### src/rtl/ibex_tsmap_arb_pkg.sv
// Shared types for the TS map port arbiter: response owner encoding and the
// registered response tag that steers SRAM read data back to the winner.
package ibex_tsmap_arb_pkg;

    localparam int unsigned StarveCntW = 4;

    typedef enum logic {
        TsOwnCore = 1'b0,
        TsOwnTbre = 1'b1
    } tsmap_owner_e;

    typedef struct packed {
        logic         valid;
        tsmap_owner_e owner;
        logic         err;
    } tsmap_rsp_t;

endpackage

### src/rtl/ibex_tsmap_arb_if.sv
// Bundle of the core lookup port, the TBRE port and the TS map SRAM port.
// The slave modport is the arbiter; the master modport is the surrounding system.
interface ibex_tsmap_arb_if
    import ibex_tsmap_arb_pkg::*;
#(
    parameter int unsigned AddrW = 16
);
    logic                  c_req_i;
    logic [AddrW-1:0]      c_addr_i;
    logic                  c_gnt_o;
    logic                  c_rvalid_o;
    logic [31:0]           c_rdata_o;
    logic [6:0]            c_rdata_intg_o;
    logic                  c_err_o;

    logic                  t_req_i;
    logic [AddrW-1:0]      t_addr_i;
    logic                  t_gnt_o;
    logic                  t_rvalid_o;
    logic [31:0]           t_rdata_o;
    logic [6:0]            t_rdata_intg_o;
    logic                  t_err_o;

    logic                  tsmap_cs_o;
    logic [AddrW-1:0]      tsmap_addr_o;
    logic [31:0]           tsmap_rdata_i;
    logic [6:0]            tsmap_rdata_intg_i;

    logic [StarveCntW-1:0] starve_cnt_o;

    modport slave (
        input  c_req_i, c_addr_i, t_req_i, t_addr_i,
               tsmap_rdata_i, tsmap_rdata_intg_i,
        output c_gnt_o, c_rvalid_o, c_rdata_o, c_rdata_intg_o, c_err_o,
               t_gnt_o, t_rvalid_o, t_rdata_o, t_rdata_intg_o, t_err_o,
               tsmap_cs_o, tsmap_addr_o, starve_cnt_o
    );

    modport master (
        output c_req_i, c_addr_i, t_req_i, t_addr_i,
               tsmap_rdata_i, tsmap_rdata_intg_i,
        input  c_gnt_o, c_rvalid_o, c_rdata_o, c_rdata_intg_o, c_err_o,
               t_gnt_o, t_rvalid_o, t_rdata_o, t_rdata_intg_o, t_err_o,
               tsmap_cs_o, tsmap_addr_o, starve_cnt_o
    );

endinterface

### src/rtl/ibex_tsmap_arb.sv
// Shares the single-port TS map SRAM between core lookups and the TBRE, with
// core priority bounded by a starvation counter and out-of-range error replies.
module ibex_tsmap_arb
    import ibex_tsmap_arb_pkg::*;
#(
    parameter int unsigned TSMapSize = 1024,
    parameter int unsigned AddrW     = 16,
    parameter int unsigned MaxStarve = 4
) (
    input  logic             clk_i,
    input  logic             rst_i,
    ibex_tsmap_arb_if.slave  bus
);

    localparam logic [StarveCntW-1:0] MaxCnt   = StarveCntW'(MaxStarve);
    localparam logic [AddrW:0]        MapLimit = (AddrW+1)'(TSMapSize);

    logic                  init_q;
    logic [StarveCntW-1:0] starve_q;
    tsmap_rsp_t            rsp_q;
    logic [AddrW-1:0]      addr_q;

    logic                  arb_en;
    logic                  t_win;
    logic                  c_win;
    logic                  gnt;
    logic                  in_range;
    logic                  cs;
    logic [AddrW-1:0]      win_addr;
    tsmap_owner_e          win_owner;
    logic                  rsp_live;
    logic                  c_rvalid;
    logic                  t_rvalid;

    // Grants are blocked during reset and for the one cycle following it.
    always_comb begin
        arb_en    = !rst_i && !init_q;
        t_win     = arb_en && bus.t_req_i && (!bus.c_req_i || (starve_q == MaxCnt));
        c_win     = arb_en && bus.c_req_i && !t_win;
        gnt       = c_win || t_win;
        win_owner = t_win ? TsOwnTbre : TsOwnCore;
        win_addr  = t_win ? bus.t_addr_i : bus.c_addr_i;
        in_range  = ({1'b0, win_addr} < MapLimit);
        cs        = gnt && in_range;
    end

    always_ff @(posedge clk_i) begin
        if (rst_i) begin
            init_q   <= 1'b1;
            starve_q <= '0;
            rsp_q    <= '0;
            addr_q   <= '0;
        end else begin
            init_q <= 1'b0;
            rsp_q  <= '{valid: gnt, owner: win_owner, err: !in_range};
            if (cs) begin
                addr_q <= win_addr;
            end
            if (!bus.t_req_i || t_win) begin
                starve_q <= '0;
            end else if (c_win && (starve_q != MaxCnt)) begin
                starve_q <= starve_q + 1'b1;
            end
        end
    end

    // Error replies and the non-owner side see zero data rather than SRAM noise.
    always_comb begin
        rsp_live = rsp_q.valid && !rst_i;
        c_rvalid = rsp_live && (rsp_q.owner == TsOwnCore);
        t_rvalid = rsp_live && (rsp_q.owner == TsOwnTbre);
    end

    assign bus.c_gnt_o        = c_win;
    assign bus.t_gnt_o        = t_win;
    assign bus.tsmap_cs_o     = cs;
    assign bus.tsmap_addr_o   = cs ? win_addr : addr_q;
    assign bus.starve_cnt_o   = starve_q;

    assign bus.c_rvalid_o     = c_rvalid;
    assign bus.c_err_o        = c_rvalid && rsp_q.err;
    assign bus.c_rdata_o      = (c_rvalid && !rsp_q.err) ? bus.tsmap_rdata_i : '0;
    assign bus.c_rdata_intg_o = (c_rvalid && !rsp_q.err) ? bus.tsmap_rdata_intg_i : '0;

    assign bus.t_rvalid_o     = t_rvalid;
    assign bus.t_err_o        = t_rvalid && rsp_q.err;
    assign bus.t_rdata_o      = (t_rvalid && !rsp_q.err) ? bus.tsmap_rdata_i : '0;
    assign bus.t_rdata_intg_o = (t_rvalid && !rsp_q.err) ? bus.tsmap_rdata_intg_i : '0;

endmodule

### src/flat_wrapper.sv
// flat-port wrapper written by rule: the top's interface ports become plain ports
module ibex_tsmap_arb_flat import ibex_tsmap_arb_pkg::*;
#(
    parameter int unsigned TSMapSize = 1024,
    parameter int unsigned AddrW     = 16,
    parameter int unsigned MaxStarve = 4
)
  (clk_i, rst_i, bus_c_req_i, bus_c_addr_i, bus_t_req_i, bus_t_addr_i, bus_tsmap_rdata_i, bus_tsmap_rdata_intg_i, bus_c_gnt_o, bus_c_rvalid_o, bus_c_rdata_o, bus_c_rdata_intg_o, bus_c_err_o, bus_t_gnt_o, bus_t_rvalid_o, bus_t_rdata_o, bus_t_rdata_intg_o, bus_t_err_o, bus_tsmap_cs_o, bus_tsmap_addr_o, bus_starve_cnt_o);
  ibex_tsmap_arb_if #(.AddrW(AddrW)) bus_i ();
  input  logic clk_i;
  input  logic rst_i;
  input wire logic [$bits(bus_i.c_req_i)-1:0] bus_c_req_i;
  input wire logic [$bits(bus_i.c_addr_i)-1:0] bus_c_addr_i;
  input wire logic [$bits(bus_i.t_req_i)-1:0] bus_t_req_i;
  input wire logic [$bits(bus_i.t_addr_i)-1:0] bus_t_addr_i;
  input wire logic [$bits(bus_i.tsmap_rdata_i)-1:0] bus_tsmap_rdata_i;
  input wire logic [$bits(bus_i.tsmap_rdata_intg_i)-1:0] bus_tsmap_rdata_intg_i;
  output wire logic [$bits(bus_i.c_gnt_o)-1:0] bus_c_gnt_o;
  output wire logic [$bits(bus_i.c_rvalid_o)-1:0] bus_c_rvalid_o;
  output wire logic [$bits(bus_i.c_rdata_o)-1:0] bus_c_rdata_o;
  output wire logic [$bits(bus_i.c_rdata_intg_o)-1:0] bus_c_rdata_intg_o;
  output wire logic [$bits(bus_i.c_err_o)-1:0] bus_c_err_o;
  output wire logic [$bits(bus_i.t_gnt_o)-1:0] bus_t_gnt_o;
  output wire logic [$bits(bus_i.t_rvalid_o)-1:0] bus_t_rvalid_o;
  output wire logic [$bits(bus_i.t_rdata_o)-1:0] bus_t_rdata_o;
  output wire logic [$bits(bus_i.t_rdata_intg_o)-1:0] bus_t_rdata_intg_o;
  output wire logic [$bits(bus_i.t_err_o)-1:0] bus_t_err_o;
  output wire logic [$bits(bus_i.tsmap_cs_o)-1:0] bus_tsmap_cs_o;
  output wire logic [$bits(bus_i.tsmap_addr_o)-1:0] bus_tsmap_addr_o;
  output wire logic [$bits(bus_i.starve_cnt_o)-1:0] bus_starve_cnt_o;
  assign bus_i.c_req_i = bus_c_req_i;
  assign bus_i.c_addr_i = bus_c_addr_i;
  assign bus_i.t_req_i = bus_t_req_i;
  assign bus_i.t_addr_i = bus_t_addr_i;
  assign bus_i.tsmap_rdata_i = bus_tsmap_rdata_i;
  assign bus_i.tsmap_rdata_intg_i = bus_tsmap_rdata_intg_i;
  assign bus_c_gnt_o = bus_i.c_gnt_o;
  assign bus_c_rvalid_o = bus_i.c_rvalid_o;
  assign bus_c_rdata_o = bus_i.c_rdata_o;
  assign bus_c_rdata_intg_o = bus_i.c_rdata_intg_o;
  assign bus_c_err_o = bus_i.c_err_o;
  assign bus_t_gnt_o = bus_i.t_gnt_o;
  assign bus_t_rvalid_o = bus_i.t_rvalid_o;
  assign bus_t_rdata_o = bus_i.t_rdata_o;
  assign bus_t_rdata_intg_o = bus_i.t_rdata_intg_o;
  assign bus_t_err_o = bus_i.t_err_o;
  assign bus_tsmap_cs_o = bus_i.tsmap_cs_o;
  assign bus_tsmap_addr_o = bus_i.tsmap_addr_o;
  assign bus_starve_cnt_o = bus_i.starve_cnt_o;
  ibex_tsmap_arb #(.TSMapSize(TSMapSize), .AddrW(AddrW), .MaxStarve(MaxStarve)) u_core (.clk_i(clk_i), .rst_i(rst_i), .bus(bus_i));
endmodule
### config.mk
export PLATFORM = sky130hd
export DESIGN_NAME = ibex_tsmap_arb_flat
export DESIGN_NICKNAME = d
export VERILOG_FILES = /design/src/rtl/ibex_tsmap_arb_pkg.sv /design/src/rtl/ibex_tsmap_arb_if.sv /design/src/rtl/ibex_tsmap_arb.sv /design/src/flat_wrapper.sv
export SDC_FILE = /design/constraint.sdc
export NUM_CORES = 1
export LEC_CHECK = 0
export CORE_ASPECT_RATIO = 0.8
export CORE_UTILIZATION = 27
export DETAILED_ROUTE_END_ITERATION = 6
export GPL_TIMING_DRIVEN = 0
export PLACE_DENSITY_LB_ADDON = 0.25
export SYNTH_ARGS = -nofsm -noshare
export SYNTH_HDL_FRONTEND = slang
export SYNTH_SLANG_ARGS = --single-unit
export TNS_END_PERCENT = 100
### constraint.sdc
create_clock -name clk_i -period 2.5 [get_ports clk_i]
set_input_delay 0.625 -clock clk_i [delete_from_list [all_inputs] [get_ports clk_i]]
set_output_delay 0.625 -clock clk_i [all_outputs]
set_load 0.01 [all_outputs]
==> Yosys cells after proc, flatten, opt, wreduce, memory -nomap -nowiden <==
Index checks and enable logic that the tools add are counted.
{ "totals": {"reg_bits": 24, "out_inout_bits": 105, "elab_cells": 44} }
{ "classes": {"addsub": 1, "magnitude_cmp": 1, "eq_ne": 2, "n_mux": 8, "bitwise": 1, "n_reduce_logical": 25} }
{ "ops": {"columns": ["op", "n"], "rows": [
  ["$mux W32", 2],
  ["$mux W16", 2],
  ["$lt A16 B11 Y1 const B", 1],
  ["$logic_and A1 B1 Y1", 14],
  ["$mux W7", 2],
  ["$logic_not A1 Y1", 7],
  ["$add A4 B1 Y4 const B", 1],
  ["$eq A4 B3 Y1 const B", 1],
  ["$ne A4 B3 Y1 const B", 1],
  ["$logic_or A1 B1 Y1", 3],
  ["$mux W1", 2],
  ["$reduce_or A2 Y1", 1],
  ["$not A1 Y1", 1]
]} }

==> Logic depth before layout (Yosys ltp) <==
{ "depth": {"ltp_word": 9, "depth_mapped": 8, "depth_no_buf": 7} }

==> Worst setup path after synthesis <==
Ideal clock, no wire load.
{ "synth_path": {"path_kind": "input-to-output", "start": "input bus_t_addr_i[15]", "end": "output bus_tsmap_addr_o[10]", "t_arrival_ps": 2076, "required_time_ps": 1875, "path_slack_ps": -201, "cell_stages": 5, "n_path_buf": 1, "path_cell_list": "or4_4 > a2111oi_4 > o21ai_1 > buf_2 > and3_1"} }
{ "synth_via": {"elab_chain_cells": 4} }
{ "synth_rtl": {"columns": ["item", "line_no", "text"], "rows": [
  ["start: declaration", "flat_wrapper.sv:15", "input wire logic [$bits(bus_i.t_addr_i)-1:0] bus_t_addr_i;"],
  ["$mux W16", "ibex_tsmap_arb.sv:42", "win_addr = t_win ? bus.t_addr_i : bus.c_addr_i;"],
  ["$lt A16 B11 Y1", "ibex_tsmap_arb.sv:43", "in_range = ({1'b0, win_addr} < MapLimit);"],
  ["$logic_and A1 B1 Y1", "ibex_tsmap_arb.sv:44", "cs = gnt && in_range;"],
  ["$mux W16", "ibex_tsmap_arb.sv:77", "assign bus.tsmap_addr_o = cs ? win_addr : addr_q;"],
  ["end: declaration", "flat_wrapper.sv:29", "output wire logic [$bits(bus_i.tsmap_addr_o)-1:0] bus_tsmap_addr_o;"]
]} }
No other way between the ends.

==> Final worst setup path <==
{ "layout_path": {"start": "input bus_c_addr_i[14]", "end": "output bus_tsmap_addr_o[7]"} }
{ "layout_via": {"elab_chain_cells": 4} }
{ "layout_rtl": {"columns": ["item", "line_no", "text"], "rows": [
  ["start: declaration", "flat_wrapper.sv:13", "input wire logic [$bits(bus_i.c_addr_i)-1:0] bus_c_addr_i;"],
  ["$mux W16", "ibex_tsmap_arb.sv:42", null],
  ["$lt A16 B11 Y1", "ibex_tsmap_arb.sv:43", null],
  ["$logic_and A1 B1 Y1", "ibex_tsmap_arb.sv:44", null],
  ["$mux W16", "ibex_tsmap_arb.sv:77", null]
]} }
No other way between the ends.

==> results.md <==
* Max cap viols at 0
* Warnings, synthesis at 0
* Slowest cell on crit path: clkdlybuf4s50_1
* Fill cell count at 538
* CP Max Fanout at 8
* Dpl cells at 497
* Post-layout util at 66.25%
* Grt ovf at 0
* Count of pins over their slew limit at 0
* Initial antenna violation count at 0
* Initial core utilization at 27.83%
* Placer Congestion at 0.8573
* VDD IR-drop max at 0.2703 mV
* Hpwl dp at 5764 microns
* CORE AREA at 6376 sq um
* Most frequent cell after synthesis: and2_1
* Die Wd at 92.63 microns
* Yosys reg bits at 24
* Avg Inst Size Synth at 7.582 sq um
* Design area at 4224 sq um
* Clock buffer depth at 2
* Global route hottest layer: met2
* Endpoints failing setup at 17
* Crit path time final at 2868 ps
* Nets@finish at 527
* DIE HEIGHT at 74.51 microns
* Final number of hold-violating endpoints at 0
* Largest net degree at the start of global routing at 14
* Critical path arrival at 2240 ps
* Routed WL at 7669 microns
* Post-DP Area at 3706 sq um
* FFs w/ async S/R, synth at 0%
* P&R area growth vs syn at 138.1%
* Met2 global-route usage at 38.60%
* Synth Instances at 234
* CTS clock-pin slew for the worst setup and hold paths at 80 ps
* First-pass iteration count of the detailed router at 6
* Comb pwr share at 25.6%
* Leakage power at 0.002061 uW
* Vias in the first global route at 2231
* Clock sink count at 24
* # DRC at 0
* Routed via count at 2465
* CTS tree: yes
* Top Ports at 180
* Nature of the critical path startpoint: primary input
* Routed WL per cell at 14.39 microns
* Tot GR Track Use at 21.40%
* Initial DRC Count at 63
* Synth unique cells at 34
* Clock Root Buffer: clkbuf_8
* GRT met1 Usage at 26.46%
* Internal power at 673.8 uW
* Crit-path max cell delay at 440 ps
* Antenna cells at 0
* Die Footprint at 6901 sq um
* Final Skew at 5.494 ps
* Seq/Total Area, Yosys at 27.08%
* F_max at 348.6 MHz
* HP Class: flop to flop
* Status: finished with violations
* Final setup margin at -368.4 ps
* Area leader, netlist: and2_1
* Clock share of power at 30.1%
* Unrepaired setup endpoints after global routing: true
* WP data required at 1880 ps
* First-pass GRT wire length at 11550 microns
* Share of cells above drive strength 1 at 31.18%
* Sw Ratio at 23.55%
* Crit-path cells: clkdlybuf4s50_1, nor4_4, and4_4, o21a_1, buf_6, buf_12, o221ai_4, nand2_1, buf_2
* Post-synth EDFFs at 0
* Post-synth top cells: 81 x and2_1, 24 x dfxtp_1, 14 x a21oi_1, 13 x nand2_1
* Post-DRT Antenna Nets at 0
* Crit end category: output port
* Worst-margin pin slew at 480.7 ps
* Max-slew headroom at 67.95%
* Post-CTS Hold Buffers at 0
* Clock latency on the worst-skew pair at 270 ps
* Fin cells at 533
* Pwr Density at 208.7 nW/um^2
* Post-Syn Nets at 311
* TritonCTS buffer count at 3
* Synth area leaders: and2_1 29%, dfxtp_1 27%, o221ai_1 4.9%, a21oi_1 3.9%, nand3_1 3.4%
* Sw power at 207.5 uW
* Synthesized area at 1774 sq um
* Most used DFF post-synth: dfxtp_1
* Final Cycle Share at 114.7%
* Crit path kind: primary input to output port
* Post-synth top area share at 28.56%
* Global Route met3 Usage at 5.317%
* CTS H-Tree Depth at 1
* Vias/cell at 4.625
* PortBufs at 179
* # rows at 26
* Flop pwr share at 44.3%
* Failing checks: setup timing
-- final cells by class --
type,instances,area [sq um],share of cell area (%)
Timing Repair Buffer,212,1906,45.11
Multi-Input combinational cell,190,1479,35.01
Sequential cell,24,485.5,11.49
Buffer,16,182.7,4.325
Tap cell,84,105.1,2.488
Clock buffer,4,55.05,1.303
Inverter,3,11.26,0.2666
-- critical path: cells and delay by family --
family | cells | cell delay, ps
AND/OR/NAND/NOR | 3 | 530
AO/OA/AOI/OAI | 2 | 240
buffers and inverters | 4 | 840
-- routing by layer --
layer | routed length, microns | vias to the layer above | share of wire, %
li1 | - | 1236 | -
met1 | 3295 | 1124 | 43
met2 | 3770 | 99 | 49
met3 | 537 | 6 | 7.0
met4 | 66 | 0 | 0.86
met5 | 0 | - | 0
-- path summary, 6_finish.rpt --
kind / slack, ps / cells after the start / startpoint / end
worst max register to register: 480 / 11 / u_core.bus.starve_cnt_o[0]$_SDFFE_PP0P_ / u_core.addr_q[6]$_SDFF_PP0_
worst max-delay path: -370 / 9 / bus_c_addr_i[14] / bus_tsmap_addr_o[7]
worst min-delay path: 460 / 2 / u_core.addr_q[8]$_SDFF_PP0_ / u_core.addr_q[8]$_SDFF_PP0_
worst min register to register: 460 / 2 / u_core.addr_q[8]$_SDFF_PP0_ / u_core.addr_q[8]$_SDFF_PP0_
-- power by group through the flow --
stage          clock network, uW  logic (uW)  registers [uW]
2_1_floorplan                  0        45.1             398
3_3_place_gp                   0         203             398
3_5_place_dp                   0         206             398
4_1_cts                      270         221             391
5_1_grt                      289         242             391
6_report                     266         226             390
-- repair_timing --
action,in CTS,in global routing
setup endpoints to repair,109,32
gates cloned,2,0
endpoints found under the hold margin,0,0
buffers inserted,25,7
gates resized for setup,308,46
pin swaps,32,17
-- kinds of logic after synthesis --
kind of cell | count (synthesis) | share of synthesized area [%]
simple gates | 153 | 52.05
compound gates | 35 | 14.39
flops | 24 | 27.08
buf+inv | 20 | 5.077
fa+ha+maj | 2 | 1.410
-- state kept, by name, summed over array words and instances (netlist names) --
register                 count
u_core.rsp_q                 3
u_core.init_q                1
u_core.bus.starve_cnt_o      4
u_core.addr_q               16
-- placed cells by master (no fill, tap or decap), types with 3 or more instances in the layout --
cell type / n
and2_1: 80
buf_6: 22
clkdlybuf4s50_1: 70
nor2_1: 7
or2b_1: 4
o221ai_2: 6
dlygate4sd2_1: 60
nand2b_1: 6
buf_4: 22
buf_12: 4
nand3_1: 3
nand3_2: 5
nor3b_1: 7
nand2_2: 3
nand3_4: 4
a21oi_1: 14
dfxtp_1: 22
clkbuf_8: 11
buf_2: 30
and3_4: 7
nand2_1: 10
inv_1: 3
-- through the flow --
step / hold WS (ps) / worst slack [ps] / power [uW] / TNS (ps)
CTS: 464.5 / -483.3 / 882.5 / -7439
global route: 451.0 / -442.1 / 922.1 / -6528
global placement: 459.9 / -1510 / 600.5 / -95350
finish: 462.0 / -368.4 / 881.4 / -5329
floorplan: 452.3 / -50.61 / 442.7 / -517.9
detailed placement: 465.5 / -1510 / 604.0 / -98250
(Power assumes the default switching activity.)
